### config.mk
export PLATFORM = sky130hd
export DESIGN_NAME = tile_color_map
export DESIGN_NICKNAME = d
export VERILOG_FILES = /design/src/rtl/tile_color_map_pkg.sv /design/src/rtl/tile_color_ram.sv /design/src/rtl/tile_color_map.sv
export SDC_FILE = /design/constraint.sdc
export NUM_CORES = 1
export LEC_CHECK = 0
export ABC_AREA = 1
export CAP_MARGIN = 30
export CORE_MARGIN = 1.5
export CORE_UTILIZATION = 61
export DETAILED_ROUTE_END_ITERATION = 10
export HOLD_SLACK_MARGIN = 0.02
export PLACE_DENSITY = 0.82
export SYNTH_ARGS = -nofsm -noshare
export SYNTH_HDL_FRONTEND = slang
export SYNTH_HIERARCHICAL = 1
export SYNTH_SLANG_ARGS = --single-unit
### constraint.sdc
create_clock -name clk -period 5 [get_ports clk]
set_clock_uncertainty 0.2 [all_clocks]
set_input_delay 1 -clock clk [delete_from_list [all_inputs] [get_ports clk]]
set_output_delay 1 -clock clk [all_outputs]
set_load 0.01 [all_outputs]
### src/rtl/tile_color_map_pkg.sv
// ----------------------------------------------------------------------------
// tile_color_map_pkg
// Shared definitions for the tile colour map: 3-bit colour codes, display
// geometry (96 x 64 pixels) and a helper that picks the cursor overlay colour.
// ----------------------------------------------------------------------------
package tile_color_map_pkg;

    typedef logic [2:0] color_t;

    localparam color_t COLOR_RED       = 3'd7;
    localparam color_t COLOR_GREEN     = 3'd6;
    localparam color_t COLOR_YELLOW    = 3'd5;
    localparam color_t COLOR_TURQUOISE = 3'd4;
    localparam color_t COLOR_BLACK     = 3'd3;
    localparam color_t COLOR_BLUE      = 3'd2;
    localparam color_t COLOR_WHITE     = 3'd1;
    localparam color_t COLOR_PURPLE    = 3'd0;

    localparam int DISP_W     = 96;
    localparam int DISP_H     = 64;
    localparam int NUM_PIXELS = DISP_W * DISP_H;

    // The cursor is drawn white, except over white tiles where it turns black
    // so it stays visible.
    function automatic color_t cursor_color(input color_t stored);
        return (stored == COLOR_WHITE) ? COLOR_BLACK : COLOR_WHITE;
    endfunction

endpackage

### src/rtl/tile_color_ram.sv
// ----------------------------------------------------------------------------
// tile_color_ram
// Tile colour storage: DEPTH entries of 3 bits, one synchronous write port and
// one synchronous read port. A read of the address written in the same cycle
// returns the old contents.
// Ports:
//   clk    - clock
//   we     - write enable
//   waddr  - write address
//   wdata  - write colour code
//   raddr  - read address
//   rdata  - registered read data (1-cycle latency)
// ----------------------------------------------------------------------------
module tile_color_ram
    import tile_color_map_pkg::*;
#(
    parameter int DEPTH = 96,
    parameter int AW    = 7
) (
    input  logic          clk,
    input  logic          we,
    input  logic [AW-1:0] waddr,
    input  color_t        wdata,
    input  logic [AW-1:0] raddr,
    output color_t        rdata
);

    color_t mem [DEPTH];

    // NOTE: the storage array has no reset; the clear sweep initialises it,
    // which keeps it mappable onto plain RAM.
    always_ff @(posedge clk) begin
        if (we) begin
            mem[waddr] <= wdata;
        end
        rdata <= mem[raddr];
    end

endmodule

### src/rtl/tile_color_map.sv
// ----------------------------------------------------------------------------
// tile_color_map
// Maps a row-major pixel address on a 96 x 64 display to the 3-bit colour
// code of the tile containing it. Tiles are written through a valid/ready
// port; a clear request sweeps one colour over every tile, one per cycle.
// Optional build macro: CURSOR_BLINK_EN adds a blinking cursor-tile overlay
// driven by frame_begin.
// Ports:
//   clk, rst              - clock, synchronous active-high reset
//   pixel_index           - pixel address, x = idx mod 96, y = idx div 96
//   frame_begin           - start-of-frame pulse (blink timing)
//   wr_valid/wr_ready     - tile write handshake
//   wr_col/wr_row/wr_color- tile address and colour for the write
//   clr_req/clr_color     - fill-all request and fill colour
//   cursor_col/cursor_row - cursor tile position
//   busy                  - clear sweep in progress
//   color                 - colour code of the pixel presented one cycle ago
// ----------------------------------------------------------------------------
module tile_color_map
    import tile_color_map_pkg::*;
#(
    parameter int TILE_COLS    = 12,
    parameter int TILE_ROWS    = 8,
    parameter int TILE_PX      = 8,
    parameter int BLINK_FRAMES = 16
) (
    input  logic        clk,
    input  logic        rst,
    input  logic [12:0] pixel_index,
    input  logic        frame_begin,
    input  logic        wr_valid,
    output logic        wr_ready,
    input  logic [3:0]  wr_col,
    input  logic [2:0]  wr_row,
    input  color_t      wr_color,
    input  logic        clr_req,
    input  color_t      clr_color,
    input  logic [3:0]  cursor_col,
    input  logic [2:0]  cursor_row,
    output logic        busy,
    output color_t      color
);

    localparam int N_TILES = TILE_COLS * TILE_ROWS;
    localparam int AW      = $clog2(N_TILES);

    localparam logic [12:0] W13    = 13'(DISP_W);
    localparam logic [12:0] PX13   = 13'(TILE_PX);
    localparam logic [12:0] COLS13 = 13'(TILE_COLS);
    localparam logic [12:0] NPIX13 = 13'(NUM_PIXELS);

    localparam logic [0:0] ST_IDLE  = 1'b0;
    localparam logic [0:0] ST_CLEAR = 1'b1;

    logic [0:0]    state;
    logic [AW-1:0] sweep_addr;
    color_t        fill_color;

    // ---------------- pixel -> tile decode ----------------
    logic          pix_oob;
    logic [12:0]   pix_x, pix_y, tile_col, tile_row;
    logic [AW-1:0] rd_addr;

    always_comb begin
        pix_oob  = (pixel_index >= NPIX13);
        pix_x    = pixel_index % W13;
        pix_y    = pixel_index / W13;
        tile_col = pix_x / PX13;
        tile_row = pix_y / PX13;
        // Off-display addresses read tile 0; the output is forced black anyway.
        rd_addr  = pix_oob ? '0 : AW'(tile_row * COLS13 + tile_col);
    end

    // ---------------- write port arbitration ----------------
    logic          wr_col_ok;
    logic          ram_we;
    logic [AW-1:0] ram_waddr;
    color_t        ram_wdata;

    assign busy      = (state == ST_CLEAR);
    assign wr_ready  = (state == ST_IDLE) && !clr_req;
    assign wr_col_ok = (32'(wr_col) < TILE_COLS);

    // NOTE: every signal assigned here gets a default first, so no path can
    // leave it holding a value and infer a latch.
    always_comb begin
        ram_we    = 1'b0;
        ram_waddr = AW'(32'(wr_row) * TILE_COLS + 32'(wr_col));
        ram_wdata = wr_color;
        if (!rst && state == ST_CLEAR) begin
            ram_we    = 1'b1;
            ram_waddr = sweep_addr;
            ram_wdata = fill_color;
        end else if (wr_valid && wr_ready && wr_col_ok) begin
            ram_we = 1'b1;
        end
    end

    // ---------------- clear FSM ----------------
    // NOTE: state registers use non-blocking assignments so every flop samples
    // pre-edge values regardless of statement order.
    always_ff @(posedge clk) begin
        if (rst) begin
            state      <= ST_CLEAR;
            sweep_addr <= '0;
            fill_color <= COLOR_BLACK;
        end else begin
            case (state)
                ST_IDLE: begin
                    if (clr_req) begin
                        state      <= ST_CLEAR;
                        sweep_addr <= '0;
                        fill_color <= clr_color;
                    end
                end
                default: begin
                    if (sweep_addr == AW'(N_TILES - 1)) begin
                        state <= ST_IDLE;
                    end else begin
                        sweep_addr <= sweep_addr + 1'b1;
                    end
                end
            endcase
        end
    end

    // ---------------- storage ----------------
    color_t rd_data;

    tile_color_ram #(
        .DEPTH (N_TILES),
        .AW    (AW)
    ) u_ram (
        .clk   (clk),
        .we    (ram_we),
        .waddr (ram_waddr),
        .wdata (ram_wdata),
        .raddr (rd_addr),
        .rdata (rd_data)
    );

    // Off-display flag travels alongside the RAM read; reset value forces the
    // output black until the first real read returns.
    logic oob_q;

    always_ff @(posedge clk) begin
        if (rst) begin
            oob_q <= 1'b1;
        end else begin
            oob_q <= pix_oob;
        end
    end

`ifdef CURSOR_BLINK_EN
    // ---------------- cursor blink overlay ----------------
    logic [15:0] blink_cnt;
    logic        blink_phase;
    logic        cursor_hit_q;
    logic        cursor_hit;

    assign cursor_hit = (32'(cursor_col) < TILE_COLS)
                     && (tile_col == 13'(cursor_col))
                     && (tile_row == 13'(cursor_row));

    always_ff @(posedge clk) begin
        if (rst) begin
            blink_cnt    <= '0;
            blink_phase  <= 1'b0;
            cursor_hit_q <= 1'b0;
        end else begin
            cursor_hit_q <= cursor_hit && !pix_oob;
            if (frame_begin) begin
                if (blink_cnt == 16'(BLINK_FRAMES - 1)) begin
                    blink_cnt   <= '0;
                    blink_phase <= ~blink_phase;
                end else begin
                    blink_cnt <= blink_cnt + 1'b1;
                end
            end
        end
    end

    always_comb begin
        color = rd_data;
        if (oob_q) begin
            color = COLOR_BLACK;
        end else if (blink_phase && cursor_hit_q) begin
            color = cursor_color(rd_data);
        end
    end
`else
    // Cursor and frame inputs have no function in this build.
    logic unused_cursor_inputs;
    localparam int unused_blink_frames = BLINK_FRAMES;

    assign unused_cursor_inputs = ^{frame_begin, cursor_col, cursor_row};
    assign color = oob_q ? COLOR_BLACK : rd_data;
`endif

endmodule

# Word level (Yosys, flattened, before mapping)
# Memory sizes are Yosys's and may differ from the RTL's. A register that Yosys moved wholly into a read port is not among the register bits.
# Index checks and enable logic that the tools add are counted.
# op_classes
n_eq_ne,2
bitwise,1
n_lt_le_gt_ge,2
n_addsub,3
n_mul,2
div,2
n_mux,14
reduce_logical,9
# ops
cell,count
7-bit two-way mux,5
"13-bit by 7-bit divider with 13-bit output, second input constant",1
"13-bit >= comparator, second input constant",1
"13-bit by 7-bit modulo with 13-bit output, second input constant",1
"10-bit by 2-bit multiplier with 5-bit output, second input constant",1
"7-bit by 1-bit adder with 7-bit output, second input constant",1
7-bit by 4-bit adder with 7-bit output,1
7-bit adder,1
"7-bit equality test, second input constant",1
1-bit two-way mux,7
3-bit two-way mux,2
"3-bit by 2-bit multiplier with 5-bit output, second input constant",1
1-bit logical AND,4
"4-bit < comparator, second input constant",1
2-bit AND reduction,2
1-bit zero test,2
"2-bit != test, second input constant",1
2-bit nonzero test,1
1-bit NOT,1
# word_totals
elab_cells,40
output_inout_bits,5
memories,1
ram_bits,288
regBits,12
in_bits,38
# memory_table
name,depth,width,rd,rd_clocked_by_memory_dff,wr,line,rtl
u_ram.mem,96,3,1,1,1,tile_color_ram.sv:28,color_t mem [DEPTH];

# Logic depth before layout (Yosys ltp)
# Gate-level depths: netlist (run 1).
# depth
ltp_word,8
mapped_depth,31
ltp_nobuf,30

# Modules after synthesis
# The synthesis (run 1) kept the hierarchy.
# modules_own_cells
mod,cells_each,seq_area_each_um2,n_inst,area_each_um2
tile_color_ram,1097,8708.4,1,12182.9
tile_color_map,203,240.2,1,1320.0

# Least setup slack after synthesis (run 1)
# OpenSTA, ideal clock, no wires.
# synth_path
kind,input to register
from,in pixel_index[12]
to,reg u_ram.rdata[0] (read register of u_ram.mem)
setup_slack_ps,801
setup_ps,58
path_buffers,1
t_required_ps,4742
t_arrival_ps,3941
cell_stages,28
cell_sequence,inv_1 -> nand3_1 -> nand2_2 -> nand2_2 -> nand3_1 -> nand2_1 -> nand2_1 -> nand2_1 -> o21ai_1 -> nand2_2 -> a21oi_2 -> nor2_1 -> o21ai_2 -> nand3_1 -> nand2_1 -> nor2_1 -> nor2_1 -> ha_1 -> inv_1 -> fa_1 -> a21oi_1 -> buf_1 -> clkinv_1 -> nand3_1 -> nand3_1 -> nand2_1 -> nand2_1 -> nand2_1
# synth_between
elab_chain_len,4
# synth_rtl
item,line,rtl
from (decl),tile_color_map.sv:29,"input logic [12:0] pixel_index,"
13-bit by 7-bit divider with 13-bit output,tile_color_map.sv:67,pix_y = pixel_index / W13;
10-bit by 2-bit multiplier with 5-bit output,tile_color_map.sv:71,rd_addr = pix_oob ? '0 : AW'(tile_row * COLS13 + tile_col);
7-bit adder,tile_color_map.sv:71,
7-bit two-way mux (*),tile_color_map.sv:71,
via rd_addr[4],tile_color_map.sv:62,logic [AW-1:0] rd_addr;
to (decl),tile_color_ram.sv:25,output color_t rdata
# The timed path passes the listed nets; every way through them passes the cells marked *.
# A chain may end at the register's enable or synchronous reset.

# Worst setup path after layout (run 1)
# layout_path
from,in pixel_index[11]
to,reg u_ram.rdata[1] (read register of u_ram.mem)
# Same word-level chain as after synthesis.

==> flow_metrics.env, run 1 <==
export IMPL_outcome="finished clean"
export IMPL_syn_area_mm2=0.01350
export IMPL_post_route_min_period_ps=4606
export IMPL_overflow=0
export IMPL_dieArea_mm2=0.02304
export IMPL_cp_required_ps=5280
export IMPL_worstPathArrival_ps=4880
export IMPL_rsz0062_at_grt="no"
export IMPL_seq_area_frac_synth_pct=66.27
export IMPL_setup_viol=0
export IMPL_start_kind="input pin"
export IMPL_pre_cts_ws_ps=-38.42
export IMPL_critPathMostFrequentCell="nand2_1"
export IMPL_die_w_um=151.8
export IMPL_setup_ws_ps=393.8
export IMPL_postRouteAntennaNets=0
export IMPL_comb_power_share_pct=16.5
export IMPL_setup_tns_ps=0
export IMPL_relSlewSlack_pct=37.58
export IMPL_clkPwrFrac_pct=35.0
export IMPL_synthMuxAreaShare_pct=0.2502
export IMPL_cts_buffer_depth=3
export IMPL_synth_flop_cell="edfxtp_1"
export IMPL_max_freq_mhz=217.1
export IMPL_synth_simple_gate_area_share_pct=23.33
export IMPL_dp_hpwl_um=18000
export IMPL_worst_slew_pin_transition_ps=936.3
export IMPL_synth_top_family_by_area="simple AND/OR/NAND/NOR gates"
export IMPL_crit_type="in -> reg"
export IMPL_path_max_fanout=21
export IMPL_min_from="fill_color[1]"
export IMPL_synthTopCellsByArea="edfxtp_1, nand2_1, nand3_1"
export IMPL_ys_ff_latch=303
export IMPL_wl_per_cell_um=18.51
export IMPL_swShare_pct=26.18
export IMPL_fp_coreArea_mm2=0.02176
export IMPL_track_usage_pct=26.97
export IMPL_power_density_mw_per_mm2=387.1
export IMPL_synth_adder_area_share_pct=1.798
export IMPL_leakage_nw=5.505
export IMPL_synthCells=1300
export IMPL_yosys_cell_count_top_type="nand2_1"
export IMPL_fin_area_mm2=0.01502
export IMPL_r2r_cells=6
export IMPL_reg2reg_slack_ps=1840
export IMPL_gp_congestion=0.8333
export IMPL_critical_path_max_stage_delay_ps=530
export IMPL_internal_power_mw=4.294
export IMPL_wl_um=30040
export IMPL_sequentialPowerShare_pct=48.4
export IMPL_holdPathStages=2
export IMPL_finalHoldViolations=0
export IMPL_io_pins=43
export IMPL_synth_compound_area_share_pct=3.762
export IMPL_cts_hold_buf=0
export IMPL_die_height_um=151.8
export IMPL_r2r_end="u_ram/mem[75][0]"
export IMPL_yosysTopAreaCellShare_pct=64.05
export IMPL_yosys_top_cells_count="nand2_1, edfxtp_1, nand3_1"
export IMPL_grt_pass1_wl_um=47440
export IMPL_clk_pin_slew_ps=60
export IMPL_diodes=0
export IMPL_async_reset_ff_share_pct=0
export IMPL_r2r_start="busy"
export IMPL_worst_path_max_delay_cell="clkdlybuf4s50_1"
export IMPL_firstDrtPassIters=8
export IMPL_synthToLayoutAreaGrowth_pct=11.27
export IMPL_final_core_util_pct=69.06
export IMPL_cp_num_buf_inv=5
export IMPL_cts_sinks=303
export IMPL_cap_viol_max_count=0
export IMPL_ys_types=37
export IMPL_htree_levels=1
export IMPL_crit_family="simple AND/OR/NAND/NOR gates"
export IMPL_root_buffer="clkbuf_16"
export IMPL_slew_viol_final=0
export IMPL_hp_class="reg -> reg"
export IMPL_synth_edf_count=288
export IMPL_num_rows=54
export IMPL_placed_area_mm2=0.01416
export IMPL_cts_tree="yes"
export IMPL_initial_core_util_pct=62.07
export IMPL_grt_max_degree=145
export IMPL_via_count=9681
export IMPL_fin_crit_sh_pct=92.12
export IMPL_avgSynthCellArea_um2=10.39
export IMPL_drive_gt1_share_pct=6.031
export IMPL_p_sw_mw=1.523
export IMPL_grt_pass1_vias=9509
export IMPL_initialDrtViolationCount=1012
export IMPL_drc=0
export IMPL_clock_latency_ps=540
export IMPL_fin_nets=1381
export IMPL_portBuffers=31
export IMPL_peakVddDrop_mv=0.2635
export IMPL_synthXorXnorAreaFrac_pct=0.5838
export IMPL_cts_setup_buffers=0
export IMPL_cts_resized=0
export IMPL_antenna_found_initial=0
export IMPL_cts_made_buffers=28
export IMPL_min_to="fill_color[1]"
export IMPL_via_per_inst=5.965
export IMPL_yosys_warnings=6
export IMPL_synth_top_cell_by_area="edfxtp_1"
export IMPL_crit_path_end_kind="register"
==> worst min-delay path, stage by stage, from the launching register on <==
cell and delay (ps):
dfxtp_1 330, nand2_1 50, nand3_1 60
==> kinds of logic (layout without fill, tap and decap cells) <==
group	Yosys count	count (layout)
and+or+nand+nor	760	760
DFF	303	303
buffers and inverters	120	162
AOI/OAI and AO/OA	87	87
adders and majority gates	17	17
xor gates and xnor gates	9	9
muxes	3	3
other	1	2
==> power groups by stage <==
stage                     combinational (mW)  clock (mW)  sequential, mW
after global placement                 0.901           0            2.87
after detailed placement               0.921           0            2.87
after floorplan                        0.609           0            2.87
final                                  0.962        2.04            2.82
after CTS                              0.944        2.04            2.82
after global routing                    1.05        2.14            2.82
==> through the flow <==
step	total power, mW	instances	hold WS (ps)
after global routing	6.011	1623	297.6
final	5.816	1623	270.3
after CTS	5.804	1623	274.7
after global placement	3.771	1576	250.0
after floorplan	3.478	1301	238.1
after detailed placement	3.792	1576	255.9
==> layer usage <==
layer	vias up	global-route usage [%]	routed length, um
li1	4517	-	-
met1	4565	36.05	11470
met2	532	45.66	14850
met3	67	3.563	2879
met4	0	9.519	839
met5	-	0	0
==> worst max-delay path by stage <==
stage                         start        endpoint  slack, ps  cells past startpoint
CTS                 pixel_index[11]  u_ram/rdata[1]        380                     28
detailed placement  pixel_index[11]  u_ram/rdata[1]        -40                     28
floorplan           pixel_index[12]  u_ram/rdata[0]        800                     28
finish              pixel_index[11]  u_ram/rdata[1]        390                     28
global placement    pixel_index[11]  u_ram/rdata[2]        120                     28
global route        pixel_index[12]  u_ram/rdata[1]         60                     29
==> flip-flops by register name, summed over array words and instances, names as in the netlist <==
| name | flops |
|---|---|
| oob_q | 1 |
| fill_color | 3 |
| sweep_addr | 7 |
| busy | 1 |
| u_ram/mem | 288 |
| u_ram/rdata | 3 |
==> layout by cell type, fill, tap and decap left out, types with 3 or more instances in the layout <==
cell,count
o22ai_1,3
nor2_1,155
inv_2,3
nand2_2,5
nor3_1,9
o21ai_1,6
nand2_1,373
o21ai_2,3
mux2_2,3
clkdlybuf4s50_1,31
clkbuf_1,8
ha_1,13
fa_1,4
o21ai_0,27
a21oi_1,28
buf_4,16
clkbuf_16,29
xor2_1,8
o211ai_1,3
o221ai_1,3
nand3_1,211
edfxtp_1,288
buf_12,8
inv_1,54
o31ai_1,9
clkinv_1,6
dfxtp_1,15
==> cell type report <==
cell class                      instances  area, um^2
Clock buffer                           39       783.3
Clock inverter                          8       85.08
Fill cell                            1475        6731
Inverter                               60       227.7
Multi-Input combinational cell        878        4039
Sequential cell                       303        8949
Tap cell                              280       350.3
Timing Repair Buffer                   55       590.6
(Power assumes the default switching activity.)
==> run 2, diff against run 1 <==
--- a/config.mk
+++ b/config.mk
@@ -6,7 +6,7 @@
 export NUM_CORES = 1
 export LEC_CHECK = 0
 export ABC_AREA = 1
-export CAP_MARGIN = 30
+export CAP_MARGIN = 15
 export CORE_MARGIN = 1.5
 export CORE_UTILIZATION = 61
 export DETAILED_ROUTE_END_ITERATION = 10
==> results of run 2 <==
The final DEF is identical to that of run 1; final timing and power are the same.
